**src/rtl/regfile_mp_sb_pkg.sv**
```systemverilog
// regfile_mp_sb_pkg: shared state type and reset-value helper for the register file
package regfile_mp_sb_pkg;
  typedef enum logic {RF_IDLE, RF_CLEAR} rf_state_t;
  function automatic logic [63:0] rf_reset_val(int idx, bit mode);
    return mode ? 64'(unsigned'(idx)) : 64'd0;
  endfunction
endpackage

```
**src/rtl/regfile_mp_sb_if.sv**
```systemverilog
// regfile_mp_sb_if: operand read, writeback, issue and clear-control bundle
interface regfile_mp_sb_if #(
  parameter int DATA_W = 32,
  parameter int ADDR_W = 5,
  parameter int NUM_RD = 2,
  parameter int NUM_WR = 2
);
  logic [NUM_RD*ADDR_W-1:0] rd_addr;
  logic [NUM_RD*DATA_W-1:0] rd_data;
  logic [NUM_RD-1:0]        rd_busy;
  logic [NUM_WR-1:0]        wr_en;
  logic [NUM_WR*ADDR_W-1:0] wr_addr;
  logic [NUM_WR*DATA_W-1:0] wr_data;
  logic                     iss_en;
  logic [ADDR_W-1:0]        iss_dest;
  logic                     clr_req;
  logic                     ready;
  logic                     clr_done;
  modport master (
    output rd_addr, wr_en, wr_addr, wr_data, iss_en, iss_dest, clr_req,
    input  rd_data, rd_busy, ready, clr_done
  );
  modport slave (
    input  rd_addr, wr_en, wr_addr, wr_data, iss_en, iss_dest, clr_req,
    output rd_data, rd_busy, ready, clr_done
  );
endinterface

```
**src/rtl/regfile_mp_sb_clear_fsm.sv**
```systemverilog
// regfile_mp_sb_clear_fsm: sweeps every entry back to its reset value, one per cycle
module regfile_mp_sb_clear_fsm
  import regfile_mp_sb_pkg::*;
#(
  parameter int ADDR_W = 5
) (
  input  logic              clk,
  input  logic              rst,
  input  logic              clr_req,
  output logic              ready,
  output logic              clr_done,
  output logic              clr_we,
  output logic [ADDR_W-1:0] clr_addr
);
  localparam int DEPTH = 2**ADDR_W;
  rf_state_t state;
  logic [ADDR_W-1:0] ptr;
  assign clr_we   = state == RF_CLEAR;
  assign clr_addr = ptr;
  always_ff @(posedge clk or negedge rst)
    if (!rst) begin
      state    <= RF_IDLE;
      ptr      <= '0;
      ready    <= 1'b1;
      clr_done <= 1'b0;
    end else if (state == RF_IDLE) begin
      clr_done <= 1'b0;
      if (clr_req) begin
        state <= RF_CLEAR;
        ptr   <= '0;
        ready <= 1'b0;
      end
    end else begin
      ptr      <= ptr + 1'b1;
      // done is registered one entry early so it coincides with the last swept entry
      clr_done <= ptr == ADDR_W'(DEPTH-2);
      if (ptr == ADDR_W'(DEPTH-1)) begin
        state <= RF_IDLE;
        ready <= 1'b1;
      end
    end
endmodule

```
**src/rtl/regfile_mp_sb.sv**
```systemverilog
// regfile_mp_sb: multi-port register file with write bypass, busy scoreboard and bulk clear
module regfile_mp_sb
  import regfile_mp_sb_pkg::*;
#(
  parameter int DATA_W     = 32,
  parameter int ADDR_W     = 5,
  parameter int NUM_RD     = 2,
  parameter int NUM_WR     = 2,
  parameter int RESET_MODE = 1,
  parameter int ZERO_REG   = 1
) (
  input logic           clk,
  input logic           rst,
  regfile_mp_sb_if.slave bus
);
  localparam int DEPTH = 2**ADDR_W;
  logic [DATA_W-1:0]        mem [DEPTH];
  logic [DEPTH-1:0]         busy;
  logic [NUM_WR-1:0]        wl;
  logic                     iss_ok, clr_we;
  logic [ADDR_W-1:0]        clr_addr;
  logic [NUM_RD*DATA_W-1:0] rdata;
  logic [NUM_RD-1:0]        rbusy;
  logic [ADDR_W-1:0]        a;
  logic                     hit;
  function automatic logic [DATA_W-1:0] rst_val(int i);
    return DATA_W'(rf_reset_val(i, RESET_MODE != 0));
  endfunction
  regfile_mp_sb_clear_fsm #(.ADDR_W(ADDR_W)) u_clr (
    .clk(clk), .rst(rst), .clr_req(bus.clr_req), .ready(bus.ready),
    .clr_done(bus.clr_done), .clr_we(clr_we), .clr_addr(clr_addr)
  );
  // ready doubles as the idle qualifier, so writes and issues are dead during a sweep
  always_comb begin
    wl = '0;
    for (int j = 0; j < NUM_WR; j++)
      wl[j] = bus.ready && bus.wr_en[j] &&
              !(ZERO_REG != 0 && bus.wr_addr[j*ADDR_W +: ADDR_W] == '0);
    iss_ok = bus.ready && bus.iss_en && !(ZERO_REG != 0 && bus.iss_dest == '0);
  end
  always_ff @(posedge clk or negedge rst)
    if (!rst) begin
      for (int i = 0; i < DEPTH; i++) mem[i] <= rst_val(i);
      busy <= '0;
    end else begin
      for (int j = 0; j < NUM_WR; j++)
        if (wl[j]) begin
          mem[bus.wr_addr[j*ADDR_W +: ADDR_W]]  <= bus.wr_data[j*DATA_W +: DATA_W];
          busy[bus.wr_addr[j*ADDR_W +: ADDR_W]] <= 1'b0;
        end
      if (iss_ok) busy[bus.iss_dest] <= 1'b1;
      if (clr_we) begin
        mem[clr_addr]  <= rst_val(32'(clr_addr));
        busy[clr_addr] <= 1'b0;
      end
    end
  // later write ports overwrite earlier matches, giving highest-index priority
  always_comb begin
    rdata = '0;
    rbusy = '0;
    a     = '0;
    hit   = 1'b0;
    for (int k = 0; k < NUM_RD; k++) begin
      a   = bus.rd_addr[k*ADDR_W +: ADDR_W];
      hit = 1'b0;
      rdata[k*DATA_W +: DATA_W] = mem[a];
      for (int j = 0; j < NUM_WR; j++)
        if (wl[j] && bus.wr_addr[j*ADDR_W +: ADDR_W] == a) begin
          rdata[k*DATA_W +: DATA_W] = bus.wr_data[j*DATA_W +: DATA_W];
          hit = 1'b1;
        end
      rbusy[k] = busy[a] && !(hit && !(iss_ok && bus.iss_dest == a));
      if (ZERO_REG != 0 && a == '0) begin
        rdata[k*DATA_W +: DATA_W] = '0;
        rbusy[k] = 1'b0;
      end
    end
  end
  assign bus.rd_data = rdata;
  assign bus.rd_busy = rbusy;
endmodule

```
**src/flat_wrapper.sv**
```systemverilog
// flat-port wrapper written by rule: the top's interface ports become plain ports
module regfile_mp_sb_flat import regfile_mp_sb_pkg::*;
#(
  parameter int DATA_W     = 32,
  parameter int ADDR_W     = 5,
  parameter int NUM_RD     = 2,
  parameter int NUM_WR     = 2,
  parameter int RESET_MODE = 1,
  parameter int ZERO_REG   = 1
)
  (clk, rst, bus_rd_addr, bus_wr_en, bus_wr_addr, bus_wr_data, bus_iss_en, bus_iss_dest, bus_clr_req, bus_rd_data, bus_rd_busy, bus_ready, bus_clr_done);
  regfile_mp_sb_if #(.DATA_W(DATA_W), .ADDR_W(ADDR_W), .NUM_RD(NUM_RD), .NUM_WR(NUM_WR)) bus_i ();
  input logic clk;
  input logic rst;
  input wire logic [$bits(bus_i.rd_addr)-1:0] bus_rd_addr;
  input wire logic [$bits(bus_i.wr_en)-1:0] bus_wr_en;
  input wire logic [$bits(bus_i.wr_addr)-1:0] bus_wr_addr;
  input wire logic [$bits(bus_i.wr_data)-1:0] bus_wr_data;
  input wire logic [$bits(bus_i.iss_en)-1:0] bus_iss_en;
  input wire logic [$bits(bus_i.iss_dest)-1:0] bus_iss_dest;
  input wire logic [$bits(bus_i.clr_req)-1:0] bus_clr_req;
  output wire logic [$bits(bus_i.rd_data)-1:0] bus_rd_data;
  output wire logic [$bits(bus_i.rd_busy)-1:0] bus_rd_busy;
  output wire logic [$bits(bus_i.ready)-1:0] bus_ready;
  output wire logic [$bits(bus_i.clr_done)-1:0] bus_clr_done;
  assign bus_i.rd_addr = bus_rd_addr;
  assign bus_i.wr_en = bus_wr_en;
  assign bus_i.wr_addr = bus_wr_addr;
  assign bus_i.wr_data = bus_wr_data;
  assign bus_i.iss_en = bus_iss_en;
  assign bus_i.iss_dest = bus_iss_dest;
  assign bus_i.clr_req = bus_clr_req;
  assign bus_rd_data = bus_i.rd_data;
  assign bus_rd_busy = bus_i.rd_busy;
  assign bus_ready = bus_i.ready;
  assign bus_clr_done = bus_i.clr_done;
  regfile_mp_sb #(.DATA_W(DATA_W), .ADDR_W(ADDR_W), .NUM_RD(NUM_RD), .NUM_WR(NUM_WR), .RESET_MODE(RESET_MODE), .ZERO_REG(ZERO_REG)) u_core (.clk(clk), .rst(rst), .bus(bus_i));
endmodule
```
**config.mk**
```make
export PLATFORM = sky130hd
export DESIGN_NAME = regfile_mp_sb_flat
export DESIGN_NICKNAME = d
export VERILOG_FILES = /design/src/rtl/regfile_mp_sb_pkg.sv /design/src/rtl/regfile_mp_sb_if.sv /design/src/rtl/regfile_mp_sb_clear_fsm.sv /design/src/rtl/regfile_mp_sb.sv /design/src/flat_wrapper.sv
export SDC_FILE = /design/constraint.sdc
export NUM_CORES = 2
export LEC_CHECK = 0
export BUFFER_PORTS_ARGS = -buffer_cell sky130_fd_sc_hd__buf_2
export CAP_MARGIN = 0
export CORE_MARGIN = 3
export CORE_UTILIZATION = 40
export DETAILED_ROUTE_END_ITERATION = 16
export PLACE_DENSITY = 0.58
export SYNTH_ARGS = -nofsm -noshare
export SYNTH_HDL_FRONTEND = slang
export SYNTH_SLANG_ARGS = --single-unit
```
**constraint.sdc**
```tcl
create_clock -name clk -period 3.5 [get_ports clk]
set_input_delay 0.7 -clock clk [delete_from_list [all_inputs] [get_ports clk]]
set_output_delay 0.7 -clock clk [all_outputs]
set_load 0.01 [all_outputs]
```
Word level (Yosys, flattened, before mapping)
Cells that the tools add are included.
{ "totals": {"in_bits": 95, "output_inout_bits": 68, "wordCells": 169, "reg_bits": 1064} }
{ "classes": {"muxes": 55, "n_reduce_logical": 37, "n_bitwise": 12, "n_lt_le_gt_ge": 18, "addsub": 1, "eq_ne": 9} }
{ "op_table": {"columns": ["op", "count"], "rows": [
  ["1024-bit bitwise mux", 3],
  ["1024-bit two-way mux", 3],
  ["32-bit two-way mux", 17],
  ["32-bit demux with 5-bit select", 3],
  ["32-bit binary-select mux with 5-bit select", 2],
  ["32-bit bitwise AND", 3],
  ["32-bit NOT", 3],
  ["5-bit by 6-bit < comparator with 1-bit output, second input constant", 6],
  ["32-bit OR", 1],
  ["5-bit == test", 6],
  ["6-bit greater-or-equal comparator, second input constant", 5],
  ["5-bit NOT with 6-bit output", 5],
  ["5-bit zero test", 5],
  ["1-bit logical AND", 23],
  ["1-bit demux with 5-bit select", 4],
  ["5-bit by 1-bit greater-or-equal comparator with 1-bit output, second input constant", 4],
  ["1-bit two-way mux", 19],
  ["6-bit by 1-bit < comparator with 1-bit output, second input constant", 3],
  ["1-bit binary-select mux with 5-bit select", 2],
  ["5-bit == test, second input constant", 2],
  ["5-bit two-way mux", 2],
  ["1-bit zero test", 7],
  ["5-bit by 1-bit adder with 5-bit output, second input constant", 1],
  ["2-bit by 1-bit != test with 1-bit output, second input constant", 1],
  ["other kinds (2)", 2]
]} }

Logic depth before layout (Yosys ltp)
{ "depth": {"ltp_word": 13, "ltp_mapped": 11, "mapped_depth_nobuf": 6} }

Cells and area by module
From an unflattened synthesis, not the netlist that was laid out.
{ "unflattened": {"cells_unflattened": 6914, "hier_area_um2": 71431.0} }
{ "by_module_without_submodules": {"columns": ["module", "area_per_inst_um2", "seq_area_each_um2", "cells_per_inst", "n_inst"], "rows": [
  ["regfile_mp_sb", 71030.6, 26525.4, 6879, 1],
  ["regfile_mp_sb_clear_fsm", 400.4, 201.4, 35, 1]
]} }

Least setup slack after synthesis
Ideal clock, no wire load.
{ "synth_timing": {"kind": "in2out", "startpoint": "input bus_wr_addr[6]", "endpoint": "output bus_rd_data[49]", "path_buffers": 3, "required_time_ns": 2.800, "arrival_time_ns": 2.529, "cell_stages": 8, "slack_ns": 0.271, "path_cell_list": "buf_4 xor2_1 or4_1 buf_2 or2_0 buf_2 a31o_1 or3_1"} }
{ "synth_between": {"elab_chain_cells": 6, "elab_cells_between_ends": 7, "cone_classes": "1 x eq/ne; 2 x mux; 4 x reduce/logical"} }
{ "synth_lines": {"columns": ["element", "line_no", "source"], "rows": [
  ["start, declared", "flat_wrapper.sv:17", "input wire logic [$bits(bus_i.wr_addr)-1:0] bus_wr_addr;"],
  ["5-bit zero test", "regfile_mp_sb.sv:38", "!(ZERO_REG != 0 && bus.wr_addr[j*ADDR_W +: ADDR_W] == '0);"],
  ["1-bit zero test", "regfile_mp_sb.sv:38", null],
  ["1-bit logical AND", "regfile_mp_sb.sv:37", "wl[j] = bus.ready && bus.wr_en[j] &&"],
  ["1-bit logical AND *", "regfile_mp_sb.sv:68", "if (wl[j] && bus.wr_addr[j*ADDR_W +: ADDR_W] == a) begin"],
  ["32-bit two-way mux *", "regfile_mp_sb.sv:68", null],
  ["32-bit two-way mux *", "regfile_mp_sb.sv:73", "if (ZERO_REG != 0 && a == '0) begin"],
  ["end, declared", "flat_wrapper.sv:22", "output wire logic [$bits(bus_i.rd_data)-1:0] bus_rd_data;"]
]} }
Mark *: on every way between the ends. The rest lies on a longest branch, timed or not.

Final worst setup path
{ "layout_timing": {"startpoint": "input bus_rd_addr[5]", "endpoint": "output bus_rd_data[45]"} }
{ "layout_between": {"elab_chain_cells": 7, "elab_cells_between_ends": 12, "cone_classes": "2 x eq/ne; 6 x mux; 1 x bitwise; 3 x reduce/logical"} }
{ "layout_lines": {"columns": ["element", "line_no", "source"], "rows": [
  ["start, declared", "flat_wrapper.sv:15", "input wire logic [$bits(bus_i.rd_addr)-1:0] bus_rd_addr;"],
  ["5-bit NOT with 6-bit output (implied by the code)", "regfile_mp_sb.sv:66", "rdata[k*DATA_W +: DATA_W] = mem[a];"],
  ["32-bit binary-select mux with 5-bit select", "regfile_mp_sb.sv:66", null],
  ["32-bit two-way mux (implied by the code) (2 in a row)", "regfile_mp_sb.sv:66", null],
  ["32-bit two-way mux (2 in a row)", "regfile_mp_sb.sv:68", null],
  ["32-bit two-way mux *", "regfile_mp_sb.sv:73", null]
]} }
Mark *: on every way between the ends. The rest lies on a longest branch, timed or not. The select of a mux whose other input is x is not followed.

==> flow_summary.toml <==
[worst_setup_path]
cp.arrival_ns = 3.27
critical_path_class = "primary input to output pin"
cp_max_fo = 18
critPathRequiredTime_ns = 2.80
cp-start-kind = "primary input"
rr_worst_depth = 6
cp-end-kind = "output pin"
reg2reg_slack_ns = 0.56
reg2reg_to = "u_core.mem[752]$_DFF_PN0_"
rr_startpoint = "u_core.u_clr.ready$_DFFE_PN1P_"

[timing]
worst_pin_slew_ns = 1.13
layout_min_cycle_time_ns = 3.97
final-hold-violation-count = 0
slew_headroom_pct = 24.9
finalSetupViolCount = 66
rsz0062_at_grt = "yes"
fin_worst_skew_ns = 0.0266
slew_violations = 0
timing.final.ws_setup_ns = -0.466
post-route-period-util_pct = 113
fmax_mhz = 252

[grt]
grt_pass1_wl_um = 518000
track_usage_pct = 39.4
antenna_found_initial = 32
grt_pass1_vias = 65100
grt_max_degree = 93
grt_overflow = 0

[pwr]
power.density_nw_per_um2 = 654
switchingPower_uw = 20800
ir_worst_vdd_uv = 573
switching_share_pct = 36.7
seqPwrFrac_pct = 38.3
leakage_uw = 0.0373
pwr-share-comb_pct = 36.5
p_clk_share_pct = 25.2
power_uw = 56600
p_int_uw = 35800

[yosys]
synthArstFlopShare_pct = 100
ys_types = 72
yosysMostFrequentCell = "mux2i_1"
synthTopCellsByCount = "mux2i_1 (1,169), nor2_1 (1,079), dfrtp_1 (983), a211oi_1 (951), clkbuf_1 (634)"
synthTopCellsByArea = "dfrtp_1 (34%), mux2i_1 (16%), mux4_2 (13%)"
yosysTopAreaCellShare_pct = 34.3
avgSynthCellArea_um2 = 10.3
syn_nets = 7042
synth_ff_type = "dfrtp_1"
yosys_warnings = 0
syn_inst = 6942
netlist_area_um2 = 71800
post-synth-top-area-cell = "dfrtp_1"
yosysSeqAreaShare_pct = 37.2
synth-seq-cells = 1064
synth_edf_count = 0

[clock_tree]
h-tree-depth = 4
cts_tree = "built"
insertion_delay_ns = 0.81
clock_path_buffers = 3
numClockSinks = 1064
cts_root_buf = "clkbuf_16"
clk_pin_slew_worst_paths_ns = 0.05
cts_buffers = 130

[run]
drv_cap = 0

[floorplan]
design.core.area_um2 = 177000
fp.dieW_um = 430
chipHeight_um = 430
start_util_pct = 40.5
ios = 163
rows = 154
die_area_um2 = 185000

[route]
first_pass_iters = 12
via_per_inst = 7.05
avgRoutedWirePerCell_um = 39.0
ant_nets = 0
initialDrtViolationCount = 9540
finalWirelength_um = 373000
num_vias = 67400
drcViolationCount = 0

[status]
violations = "setup timing"
status = "finished, violations left"

[final_layout]
area_delta_synth_final_pct = 20.5
fin_nets = 7202
drive_gt1_share_pct = 27.9
layout.cells.non_filler = 9558
fin_area_um2 = 86500
fin_util_pct = 48.8

[worst_hold_path]
hold_class = "primary input to flop"
holdCritStartpoint = "bus_clr_req"
holdPathEnd = "u_core.u_clr.ready$_DFFE_PN1P_"
holdPathStages = 2

[placed_design]
dp_hpwl_um = 244000
gp_congestion = 1.07
dp_slack_ns = -0.564
post-place-cells = 9275
io_buffers = 162
dpl_cell_area_um2 = 80500
[layout make-up]
type	count	area, um2
fillers	16000	90800
multi-input cells	4921	42600
flip-flops and latches	1064	26700
repair buffers	963	9740
clock buffers	204	3960
well taps	2340	2930
clock inverters	28	387
inverters	22	82.6
diodes	16	40.0
[cells by family (layout without fill, tap and decap cells)]
| logic type | count (synthesis) | count (layout) | synth area share (%) |
|---|---|---|---|
| multiplexers | 1684 | 1684 | 30.7 |
| AND/OR/NAND/NOR | 1617 | 1618 | 9.75 |
| AO/OA/AOI/OAI | 1584 | 1584 | 16.1 |
| flip-flops | 1064 | 1064 | 37.2 |
| buffers and inverters | 958 | 1217 | 5.72 |
| XOR/XNOR | 30 | 30 | 0.366 |
| adder cells (fa/ha/maj) | 5 | 5 | 0.0872 |
| other | 0 | 16 | 0 |
[flip-flops by register name, summed over array words and instances, names as in the netlist]
signal	flops
u_core.mem	1024
u_core.busy	32
u_core.u_clr.clr_addr	5
u_core.u_clr.clr_done	1
u_core.u_clr.clr_we	1
u_core.u_clr.ready	1
[critical path, stage by stage]
cell and delay, ns:
buf_12 0.17, buf_12 0.21, buf_12 0.23, buf_4 0.21
mux2_2 0.35, a2bb2oi_1 0.16, nand3_1 0.09, o2bb2ai_1 0.47
o211ai_1 0.35, buf_2 0.25
[per-stage QoR]
| step | TNS (ns) | hold WS (ns) |
|---|---|---|
| 2_1_floorplan | 0 | 0.404 |
| 5_1_grt | -24.08 | 0.145 |
| 3_3_place_gp | -14.89 | 0.483 |
| 3_5_place_dp | -14.95 | 0.492 |
| 6_report | -23.77 | 0.148 |
| 4_1_cts | -19.78 | 0.0997 |
[per-layer routing]
layer	vias to the layer above	GRT usage, %	part of all wire, %
met4	16	31.6	9.8
met3	1686	14.6	13
li1	26500	-	-
met2	5551	56.3	42
met5	-	0.234	0.028
met1	33600	47.6	35
[worst max-delay path by stage]
stage	startpoint	to	slack, ns	cells past startpoint
final	bus_rd_addr[5]	bus_rd_data[45]	-0.47	10
after global routing	u_core.u_clr.ready$_DFFE_PN1P_	bus_rd_data[12]	-0.45	11
after CTS	u_core.u_clr.ready$_DFFE_PN1P_	bus_rd_data[45]	-0.38	11
after detailed placement	bus_rd_addr[5]	bus_rd_data[60]	-0.56	11
after global placement	bus_rd_addr[5]	bus_rd_data[60]	-0.57	11
after floorplan	bus_wr_addr[6]	bus_rd_data[49]	0.27	8
[power by group through the flow]
stage / Clock (uW) / Sequential [uW] / Combinational (uW)
global placement: 0 / 21200 / 19200
CTS: 14300 / 21300 / 19900
finish: 14300 / 21700 / 20700
global route: 14800 / 22000 / 21700
detailed placement: 0 / 21400 / 19600
floorplan: 0 / 19900 / 13100
[cell usage in the layout (no fill, tap or decap), drive strengths merged, types with 47 or more instances in the layout]
| cell type | n |
|---|---|
| a22oi | 83 |
| o21ai | 60 |
| a21o | 47 |
| o221ai | 57 |
| nor2 | 1080 |
| dfrtp | 983 |
| nand3 | 99 |
| nand2 | 159 |
| buf | 961 |
| mux2i | 1169 |
| clkbuf | 205 |
| a211oi | 952 |
| mux4 | 404 |
| dfstp | 81 |
| a21oi | 163 |
| mux2 | 111 |
[what timing repair did]
item | 4_1_cts | 5_1_grt
hold buffers | 1 | 0
resized for setup | 168 | 84
cloned | 2 | 1
endpoints found under the hold margin | 32 | 0
pin swaps | 44 | 39
buffers inserted | 16 | 32
endpoints found under the setup margin | 66 | 66
Power figures use the tool's default switching activity.
